### config.mk
export PLATFORM = sky130hd
export DESIGN_NAME = fcmp_sched
export DESIGN_NICKNAME = d
export VERILOG_FILES = /design/src/rtl/fcmp_pkg.sv /design/src/rtl/fcmp_core.sv /design/src/rtl/fcmp_sched.sv
export SDC_FILE = /design/constraint.sdc
export NUM_CORES = 1
export LEC_CHECK = 0
export CORE_AREA = 2 2 110 112
export CTS_CLUSTER_DIAMETER = 150
export DETAILED_ROUTE_END_ITERATION = 12
export DIE_AREA = 0 0 112 114
export MAX_ROUTING_LAYER = met4
export PLACE_DENSITY = 0.81
export SYNTH_ARGS = -nofsm -noshare
export SYNTH_HDL_FRONTEND = slang
export SYNTH_HIERARCHICAL = 1
export SYNTH_SLANG_ARGS = --single-unit
### constraint.sdc
create_clock -name clk -period 5.2 [get_ports clk]
set_input_delay 1.04 -clock clk [delete_from_list [all_inputs] [get_ports clk]]
set_output_delay 1.04 -clock clk [all_outputs]
set_load 0.01 [all_outputs]
### src/rtl/fcmp_pkg.sv
// Shared types and binary32 field helpers for the FP compare scheduler.
package fcmp_pkg;

  typedef enum logic [1:0] {
    OP_LT  = 2'b00,
    OP_LE  = 2'b01,
    OP_EQ  = 2'b10,
    OP_RSV = 2'b11
  } fcmp_op_t;

  localparam int SIGN_BIT = 31;
  localparam int EXP_MSB  = 30;
  localparam int EXP_LSB  = 23;
  localparam int MAN_MSB  = 22;
  localparam int MAN_LSB  = 0;

  function automatic logic is_nan(input logic [31:0] x);
    return (x[EXP_MSB:EXP_LSB] == 8'hFF) && (x[MAN_MSB:MAN_LSB] != 23'd0);
  endfunction

  function automatic logic is_subnorm(input logic [31:0] x);
    return (x[EXP_MSB:EXP_LSB] == 8'h00) && (x[MAN_MSB:MAN_LSB] != 23'd0);
  endfunction

  function automatic logic [31:0] flush_subnorm(input logic [31:0] x);
    return is_subnorm(x) ? {x[SIGN_BIT], 31'd0} : x;
  endfunction

endpackage

### src/rtl/fcmp_core.sv
// LAT-stage binary32 comparator carrying a requester tag alongside the result.
// Build option: FCMP_SUBNORM_FLUSH_EN flushes subnormal operands to signed zero.
module fcmp_core
  import fcmp_pkg::*;
#(
  parameter int LAT = 1,
  parameter int TW  = 2
) (
  input  logic          clk,
  input  logic          rstn,
  input  logic          in_valid,
  input  logic [31:0]   in_x1,
  input  logic [31:0]   in_x2,
  input  fcmp_op_t      in_op,
  input  logic [TW-1:0] in_tag,
  output logic          out_valid,
  output logic [TW-1:0] out_tag,
  output logic          out_y
);

  logic [31:0] a_s;
  logic [31:0] b_s;
  logic        y_s;
  logic [LAT-1:0]         vld_r;
  logic [LAT-1:0]         y_r;
  logic [LAT-1:0][TW-1:0] tag_r;

  // Sign-magnitude is remapped to an unsigned ordering key; both zeros compare equal.
  function automatic logic fcmp_eval(input logic [31:0] a, input logic [31:0] b,
                                     input fcmp_op_t op);
    logic        both_zero;
    logic        eq;
    logic        lt;
    logic [31:0] ka;
    logic [31:0] kb;
    both_zero = (a[30:0] == 31'd0) && (b[30:0] == 31'd0);
    ka = a[SIGN_BIT] ? ~a : (a | 32'h8000_0000);
    kb = b[SIGN_BIT] ? ~b : (b | 32'h8000_0000);
    eq = both_zero || (a == b);
    lt = !both_zero && (ka < kb);
    if (is_nan(a) || is_nan(b)) begin
      return 1'b0;
    end else begin
      case (op)
        OP_LT:   return lt;
        OP_LE:   return lt | eq;
        OP_EQ:   return eq;
        default: return 1'b0;
      endcase
    end
  endfunction

  // Operand conditioning and compare evaluation at pipeline entry.
  always_comb begin
`ifdef FCMP_SUBNORM_FLUSH_EN
    a_s = flush_subnorm(in_x1);
    b_s = flush_subnorm(in_x2);
`else
    a_s = in_x1;
    b_s = in_x2;
`endif
    y_s = fcmp_eval(a_s, b_s, in_op);
  end

  // Result/tag shift pipeline; reset drops everything in flight.
  always_ff @(posedge clk or negedge rstn) begin
    if (!rstn) begin
      vld_r <= '0;
      y_r   <= '0;
      tag_r <= '0;
    end else begin
      vld_r[0] <= in_valid;
      y_r[0]   <= y_s;
      tag_r[0] <= in_tag;
      for (int s = 1; s < LAT; s++) begin
        vld_r[s] <= vld_r[s-1];
        y_r[s]   <= y_r[s-1];
        tag_r[s] <= tag_r[s-1];
      end
    end
  end

  assign out_valid = vld_r[LAT-1];
  assign out_y     = y_r[LAT-1];
  assign out_tag   = tag_r[LAT-1];

endmodule

### src/rtl/fcmp_sched.sv
// Round-robin scheduler sharing one pipelined FP compare unit among NREQ requesters.
// Build option: FCMP_SUBNORM_FLUSH_EN (handled inside fcmp_core).
module fcmp_sched
  import fcmp_pkg::*;
#(
  parameter int NREQ = 4,
  parameter int LAT  = 1
) (
  input  logic              clk,
  input  logic              rstn,
  input  logic [NREQ-1:0]   req_valid,
  output logic [NREQ-1:0]   req_ready,
  input  logic [32*NREQ-1:0] req_x1,
  input  logic [32*NREQ-1:0] req_x2,
  input  logic [2*NREQ-1:0] req_op,
  output logic [NREQ-1:0]   resp_valid,
  output logic [NREQ-1:0]   resp_y,
  input  logic [NREQ-1:0]   resp_ready
);

  localparam int TW = $clog2(NREQ);

  logic [NREQ-1:0] busy_r;
  logic [TW-1:0]   ptr_r;
  logic [NREQ-1:0] slot_v_r;
  logic [NREQ-1:0] slot_y_r;
  logic [NREQ-1:0] eligible_s;
  logic [NREQ-1:0] grant_s;
  logic [NREQ-1:0] take_s;
  logic [NREQ-1:0] wb_s;
  logic [TW-1:0]   gidx_s;
  logic            gvalid_s;
  logic [31:0]     x1_s;
  logic [31:0]     x2_s;
  logic [1:0]      op_s;
  logic            core_v_s;
  logic [TW-1:0]   core_tag_s;
  logic            core_y_s;

  assign eligible_s = req_valid & ~busy_r;
  assign take_s     = slot_v_r & resp_ready;
  assign req_ready  = grant_s;
  assign resp_valid = slot_v_r;
  assign resp_y     = slot_y_r;

  // Round-robin search from ptr, first eligible index wins; operands muxed by winner.
  always_comb begin
    int            idx_i;
    logic [TW-1:0] idx_s;
    logic          hit_s;
    logic          sel_s;
    gidx_s   = '0;
    gvalid_s = 1'b0;
    grant_s  = '0;
    x1_s     = 32'd0;
    x2_s     = 32'd0;
    op_s     = 2'd0;
    for (int k = 0; k < NREQ; k++) begin
      idx_i    = (int'(ptr_r) + k) % NREQ;
      idx_s    = idx_i[TW-1:0];
      hit_s    = !gvalid_s && eligible_s[idx_s];
      gidx_s   = hit_s ? idx_s : gidx_s;
      gvalid_s = gvalid_s | hit_s;
    end
    grant_s[gidx_s] = gvalid_s;
    for (int i = 0; i < NREQ; i++) begin
      sel_s = (gidx_s == TW'(i));
      x1_s  = x1_s | (req_x1[i*32 +: 32] & {32{sel_s}});
      x2_s  = x2_s | (req_x2[i*32 +: 32] & {32{sel_s}});
      op_s  = op_s | (req_op[i*2 +: 2] & {2{sel_s}});
    end
  end

  fcmp_core #(
    .LAT (LAT),
    .TW  (TW)
  ) u_core (
    .clk       (clk),
    .rstn      (rstn),
    .in_valid  (gvalid_s),
    .in_x1     (x1_s),
    .in_x2     (x2_s),
    .in_op     (fcmp_op_t'(op_s)),
    .in_tag    (gidx_s),
    .out_valid (core_v_s),
    .out_tag   (core_tag_s),
    .out_y     (core_y_s)
  );

  // Decode pipeline exit into a one-hot slot write strobe.
  always_comb begin
    wb_s             = '0;
    wb_s[core_tag_s] = core_v_s;
  end

  // Outstanding-request bits and round-robin pointer.
  always_ff @(posedge clk or negedge rstn) begin
    if (!rstn) begin
      busy_r <= '0;
      ptr_r  <= '0;
    end else begin
      busy_r <= (busy_r | grant_s) & ~take_s;
      if (gvalid_s) begin
        ptr_r <= (gidx_s == TW'(NREQ - 1)) ? '0 : gidx_s + 1'b1;
      end else begin
        ptr_r <= ptr_r;
      end
    end
  end

  // Response slots: written only at pipeline exit, so resp_y holds while valid.
  always_ff @(posedge clk or negedge rstn) begin
    if (!rstn) begin
      slot_v_r <= '0;
      slot_y_r <= '0;
    end else begin
      slot_v_r <= (slot_v_r & ~take_s) | wb_s;
      slot_y_r <= (slot_y_r & ~wb_s) | (wb_s & {NREQ{core_y_s}});
    end
  end

endmodule

==> results.json, run 1 <==
{
  "fin_hold_ws_ps": 518.7,
  "run_status": "complete, no violations",
  "unrepaired_setup_endpoints_after_global_routing": "false",
  "cts-buffers-inserted": 3,
  "drt.antenna.violating_nets": 0,
  "syn_area_per_cell_sq_um": 7.559,
  "clkPwrFrac_pct": 3.0,
  "power-per-cell-area_nw_per_um2": 796.5,
  "final.setup.tns_ps": 0,
  "grt_first_pass_wirelength_microns": 29800,
  "cts.sinks": 18,
  "leakage_nw": 2.877,
  "htree_num_levels": 1,
  "synth_top_flop_cell": "sky130_fd_sc_hd__dfrtp_1",
  "synthCells": 536,
  "postSynthNetCount": 845,
  "achievable-frequency_ghz": 0.2154,
  "internal_power_mw": 2.577,
  "post-dp-hpwl_microns": 16500,
  "timing.critical_path.to_type": "flop",
  "number_of_global_route_vias_before_repair": 5541,
  "root_buffer": "sky130_fd_sc_hd__clkbuf_16",
  "hold_violations": 0,
  "detail_route.wirelength_microns": 19600,
  "dr.pass1.iters": 5,
  "edff_count_synth": 0,
  "timing_worst_setup_path_type": "primary input to flop",
  "maximum_resistive_drop_on_vdd_uv": 509.8,
  "drc": 0,
  "tightestPinTransition_ps": 857.5,
  "port_buffers": 285,
  "clkTransAtPathRegs_ps": 50,
  "worst_slew_margin_rel_pct": 42.65,
  "yosysTopAreaCell": "sky130_fd_sc_hd__a22oi_1",
  "reg2reg_setup_slack_ps": 1310,
  "drt_first_iter_violations": 418,
  "finalCriticalPeriod_ps": 4643,
  "timing.critical_path.from": "req_valid[2]",
  "post_cts_hold_buffer_count": 0,
  "grt_busiest_layer": "met2",
  "layout.core_utilization_pct": 61.41,
  "grt-ovfl-total": 0,
  "row_count": 40,
  "comb_power_share_pct": 92.1,
  "setup.worst_path.end": "u_core/out_y",
  "clockBufferDepth": 2,
  "yosys_warnings": 6,
  "core_region_area_sq_um": 11710,
  "cts_tree": "built",
  "r2r-end": "u_core/out_y",
  "maxCapViolations": 0,
  "chipWidth_microns": 112,
  "data_arrival_critical_path_ps": 4810,
  "setup_viol": 0,
  "sequentialPowerShare_pct": 4.9,
  "timing.final.crit_share_pct": 89.29,
  "number_of_cells_on_the_worst_reg_to_reg_path": 15,
  "met1_usage_pct": 34.58,
  "layout-drive-gt1-share_pct": 3.894,
  "critical_path_peak_fanout": 32,
  "ctsResizeCount": 0,
  "postSynthRegisterBits": 18,
  "floorplan.io_pins": 286,
  "netSwitchingPower_mw": 3.152,
  "hold_path_class": "flop to flop",
  "grtUsageMet2_pct": 54.55,
  "vias_post_dr": 5383,
  "finalMaxSlewViolations": 0,
  "floorplan.initialDensity_pct": 34.59,
  "grt_max_degree": 40,
  "final_net_count": 1106,
  "dieHeight_microns": 114,
  "detail_route.vias_per_cell": 5.702,
  "yosys.cell_count.top_type": "sky130_fd_sc_hd__a22oi_1",
  "seq_area_frac_synth_pct": 11.12,
  "worst_setup_path_start_kind": "primary input",
  "post_drt_wl_per_cell_microns": 20.76,
  "critical_path_required_ps": 5370,
  "asyncSetResetFlopFracSynth_pct": 100.0,
  "antenna_violations_before_repair": 1,
  "netlist_area_before_placement_sq_um": 4051,
  "area_growth_pct": 77.52,
  "grtUsageTotal_pct": 30.48,
  "use_met3_pct": 5.260,
  "post_cts_setup_buffer_count": 0,
  "synth_top_area_share_pct": 24.46,
  "die-area_sq_um": 12770,
  "insertion_delay_ps": 250,
  "power.share.switching_pct": 55.02,
  "synth_cell_types": 44,
  "timing.clock.skew_ps": 1.372,
  "gpl.final_weighted_congestion": 0.9413,
  "synthTopCellsByCount": "sky130_fd_sc_hd__a22oi_1 (132), sky130_fd_sc_hd__nand2_1 (78), sky130_fd_sc_hd__xor2_1 (54)",
  "startpoint_of_the_lowest_slack_register_to_register_path": "ptr_r[1]",
  "synth_top_cells_by_area": "sky130_fd_sc_hd__a22oi_1 (24%), sky130_fd_sc_hd__xor2_1 (12%), sky130_fd_sc_hd__dfrtp_1 (11%)"
}
how the worst min path moves through the flow:
stage,startpoint,to,slack [ps],cells past startpoint
after floorplan,busy_r[1],busy_r[1],480,1
after CTS,flop,flop,520,1
final,flop,flop,520,1
after detailed placement,resp_valid[0],resp_valid[0],500,1
after global placement,flop,flop,490,1
after global routing,flop,flop,540,1
critical path, stage by stage:
cell and delay [ps]:
sky130_fd_sc_hd__clkdlybuf4s50_1 450, sky130_fd_sc_hd__and2b_1 200, sky130_fd_sc_hd__a31oi_1 280, sky130_fd_sc_hd__o211a_1 250
sky130_fd_sc_hd__ha_2 240, sky130_fd_sc_hd__buf_12 190, sky130_fd_sc_hd__a22oi_1 90, sky130_fd_sc_hd__nand2_1 110
sky130_fd_sc_hd__buf_12 240, sky130_fd_sc_hd__xnor2_1 150, sky130_fd_sc_hd__ha_1 270, sky130_fd_sc_hd__a21oi_1 150
sky130_fd_sc_hd__o21ai_0 110, sky130_fd_sc_hd__o311ai_2 340, sky130_fd_sc_hd__a211oi_1 110, sky130_fd_sc_hd__or4_1 400
sky130_fd_sc_hd__a21oi_1 170
power by group through the flow:
stage                     Clock [mW]  Sequential, mW  Combinational [mW]
after floorplan                    0           0.271                3.70
after global placement             0           0.281                5.11
after detailed placement           0           0.283                5.22
after CTS                      0.175           0.281                5.26
after global routing           0.187           0.294                5.83
final                          0.173           0.283                5.27
area by class of cell:
class	count	area, sq um
timing repair buffer	297	3030
inverter	7	26.28
tap	147	183.9
antenna	1	2.502
fill	1051	4519
sequential	18	450.4
clock buffer	4	88.84
multi-input combinational	470	3410
through the flow:
stage               instance area (sq um)  instances  power, mW  setup slack (ps)
floorplan                            4051        536      3.973             547.4
global placement                     7101        939      5.388             372.1
detailed placement                   7101        939      5.501             344.2
CTS                                  7189        943      5.712             567.5
global route                         7192        944      6.315             239.5
finish                               7192        944      5.728             556.7
logic make-up after synthesis:
family	after synthesis	share of synthesized area [%]
xor+xnor	94	20.32
mux	5	1.482
compound gates	186	33.29
simple gates	150	18.00
buf+inv	48	4.972
flops	18	11.12
fa+ha+maj	35	10.81
layer usage:
layer | wire length, microns | up-vias
met1 | 7619 | 2508
met4 | 658 | 0
met5 | 0 | -
li1 | - | 2557
met2 | 9890 | 277
met3 | 1430 | 41
layout by cell type, fill, tap and decap left out, drive strengths merged, types with 2 or more instances in the layout:
| cell | netlist | layout |
|---|---|---|
| and2b | 2 | 2 |
| clkbuf | 25 | 4 |
| xnor2 | 40 | 40 |
| o22ai | 3 | 3 |
| a211oi | 4 | 4 |
| nor2 | 12 | 12 |
| nor4 | 20 | 20 |
| dfrtp | 18 | 18 |
| nor3b | 2 | 2 |
| xor2 | 54 | 54 |
| nand2b | 3 | 3 |
| nand2 | 78 | 78 |
| mux2 | 5 | 5 |
| nand3 | 4 | 4 |
| inv | 7 | 7 |
| o21a | 4 | 4 |
| o21ai | 10 | 10 |
| clkdlybuf4s50 | 0 | 285 |
| or4 | 2 | 2 |
| ha | 35 | 35 |
| buf | 16 | 12 |
| a21o | 2 | 2 |
| nand4 | 15 | 15 |
| and2 | 5 | 5 |
| nor3 | 3 | 3 |
| o211ai | 2 | 2 |
| a21oi | 21 | 21 |
| a22oi | 132 | 132 |
Note: power is estimated with default switching activity, not from simulation.
==> run 2, diff against run 1 <==
--- a/config.mk
+++ b/config.mk
@@ -5,12 +5,12 @@
 export SDC_FILE = /design/constraint.sdc
 export NUM_CORES = 1
 export LEC_CHECK = 0
-export CORE_AREA = 2 2 110 112
+export CORE_AREA = 2 2 112 114
 export CTS_CLUSTER_DIAMETER = 150
 export DETAILED_ROUTE_END_ITERATION = 12
-export DIE_AREA = 0 0 112 114
+export DIE_AREA = 0 0 114 116
 export MAX_ROUTING_LAYER = met4
-export PLACE_DENSITY = 0.81
+export PLACE_DENSITY = 0.78
 export SYNTH_ARGS = -nofsm -noshare
 export SYNTH_HDL_FRONTEND = slang
 export SYNTH_HIERARCHICAL = 1
==> constraint.sdc (replaced) <==
create_clock -name clk -period 5.9 [get_ports clk]
set_input_delay 1.18 -clock clk [delete_from_list [all_inputs] [get_ports clk]]
set_output_delay 1.18 -clock clk [all_outputs]
set_load 0.01 [all_outputs]
==> results.json, run 2 (synthesis gave the netlist of run 1 again) <==
{
  "setup_viol": 0,
  "hold_violations": 0,
  "post_cts_setup_buffer_count": 0,
  "area_growth_pct": 76.28,
  "multi_input_area_sq_um": 3410,
  "run_status": "complete, no violations",
  "critical_path_required_ps": 6070,
  "worst_setup_path_start_kind": "primary input",
  "finalCriticalPeriod_ps": 5201,
  "drc": 0,
  "timing.critical_path.from": "req_valid[0]",
  "die-area_sq_um": 13220,
  "sequential_standard_cell_area_sq_um": 450.4,
  "floorplan.io_pins": 286,
  "grt_first_pass_wirelength_microns": 29910,
  "post_layout_instance_area_sq_um": 7142,
  "vias_post_dr": 5391,
  "timing.critical_path.mode_cell": "sky130_fd_sc_hd__a21oi_1",
  "antenna_violations_before_repair": 0,
  "number_of_cells_on_the_worst_reg_to_reg_path": 15,
  "number_of_global_route_vias_before_repair": 5611,
  "wp_depth": 16,
  "grt_max_degree": 40,
  "power-per-cell-area_nw_per_um2": 710.2,
  "reg2reg_setup_slack_ps": 1680,
  "setup.worst_path.end": "u_core/out_y",
  "slowest_delay_ps": 670,
  "startpoint_of_the_lowest_slack_register_to_register_path": "busy_r[2]",
  "post-place-cells": 936,
  "finalMaxSlewViolations": 0,
  "maximum_resistive_drop_on_vdd_uv": 316.0,
  "timing.critical_path.buf_inv": 3,
  "cts-buffers-inserted": 3,
  "drt_first_iter_violations": 426,
  "grt-ovfl-total": 0,
  "crit_path_cell_trace": "clkdlybuf4s50_1, inv_1, o31a_2, o22ai_1, ha_2, buf_12, a22oi_1, nand2_1, xor2_1, ha_1, a21oi_1, nor2_1, a211oi_1, o211ai_1, or4_1, a21oi_1",
  "filler_cell_count": 1094,
  "hold_path_class": "flop to flop",
  "tightestPinTransition_ps": 841.3,
  "timing_worst_setup_path_type": "primary input to flop",
  "final_cell_count_no_fill": 940,
  "core_region_area_sq_um": 11910,
  "clkTransAtPathRegs_ps": 50,
  "unrepaired_setup_endpoints_after_global_routing": "false",
  "worst_slew_margin_rel_pct": 43.74,
  "placed_area_sq_um": 7053,
  "cts.sinks": 18,
  "port_buffers": 285,
  "critical_path_peak_fanout": 38,
  "post_drt_wl_per_cell_microns": 21.37,
  "timing.critical_path.to_type": "flop",
  "post-dp-hpwl_microns": 16780,
  "cpMaxStageDelayCell": "sky130_fd_sc_hd__ha_2",
  "ctsResizeCount": 0,
  "timing.clock.skew_ps": 1.174,
  "insertion_delay_ps": 250,
  "drt.antenna.violating_nets": 0,
  "data_arrival_critical_path_ps": 5380,
  "post_layout_total_power_mw": 5.072,
  "final_net_count": 1103,
  "leakage_nw": 2.854,
  "dr.pass1.iters": 5,
  "timing.final.crit_share_pct": 88.15,
  "gpl.final_weighted_congestion": 0.8959,
  "clockBufferDepth": 2,
  "antennaDiodeCount": 0,
  "detail_route.vias_per_cell": 5.735,
  "most-common-layout-cells": "sky130_fd_sc_hd__clkdlybuf4s50_1 (285), sky130_fd_sc_hd__a22oi_1 (132), sky130_fd_sc_hd__nand2_1 (78)",
  "cp_top_family": "compound AO/OA/AOI/OAI gates",
  "leading_cell_type_in_the_layout_fill_and_taps_excluded": "sky130_fd_sc_hd__clkdlybuf4s50_1",
  "maxCapViolations": 0,
  "htree_num_levels": 1,
  "post_cts_hold_buffer_count": 0,
  "chipWidth_microns": 114,
  "r2r-end": "u_core/out_y",
  "final.setup.tns_ps": 0,
  "detail_route.wirelength_microns": 20090,
  "layout-drive-gt1-share_pct": 3.531,
  "dieHeight_microns": 116,
  "root_buffer": "sky130_fd_sc_hd__clkbuf_16",
  "grtUsageTotal_pct": 30.24,
  "achievable-frequency_ghz": 0.1923,
  "row_count": 40,
  "floorplan.initialDensity_pct": 34.01,
  "cts_tree": "built"
}
==> run 2: where the power goes <==
part	total, mW	leakage [nW]	switching, mW	internal (mW)
Sequential	0.247	0.219	0.0618	0.186
Clock	0.152	0.0442	0.0484	0.103
Combinational	4.67	2.59	2.72	1.96
==> run 2: cell type report <==
type,count,share of cell area (%)
well taps,147,2.575
flip-flops and latches,18,6.307
repair buffers,294,41.77
clock buffers,4,1.244
multi-input cells,470,47.74
inverters,7,0.3679
==> run 2: worst min path at each step <==
| stage | slack [ps] | to | depth (start not counted) | startpoint |
|---|---|---|---|---|
| after detailed placement | 500 | busy_r[1] | 1 | busy_r[1] |
| after global routing | 520 | flop | 1 | flop |
| final | 500 | flop | 1 | flop |
| after CTS | 510 | flop | 1 | flop |
| after global placement | 500 | resp_valid[0] | 1 | resp_valid[0] |
| after floorplan | 480 | busy_r[1] | 1 | busy_r[1] |
==> run 2: per-layer routing <==
layer | share of wire (%) | wire (microns) | up-vias | global-route usage (%)
met1 | 38 | 7655 | 2517 | 33.61
met3 | 8.1 | 1618 | 26 | 5.439
met2 | 51 | 10320 | 301 | 55.60
met4 | 2.5 | 500 | 0 | 8.211
met5 | 0 | 0 | - | -
li1 | - | - | 2547 | -
==> run 2: stage by stage <==
stage / utilization (%) / hold WS (ps) / setup WS, ps
final: 59.96 / 504.4 / 699.3
after global routing: 59.96 / 522.5 / 409.4
after CTS: 59.96 / 509.8 / 701.6
after detailed placement: 59.21 / 500.0 / 498.1
after global placement: 59.21 / 495.8 / 639.2
after floorplan: - / 477.6 / 1107
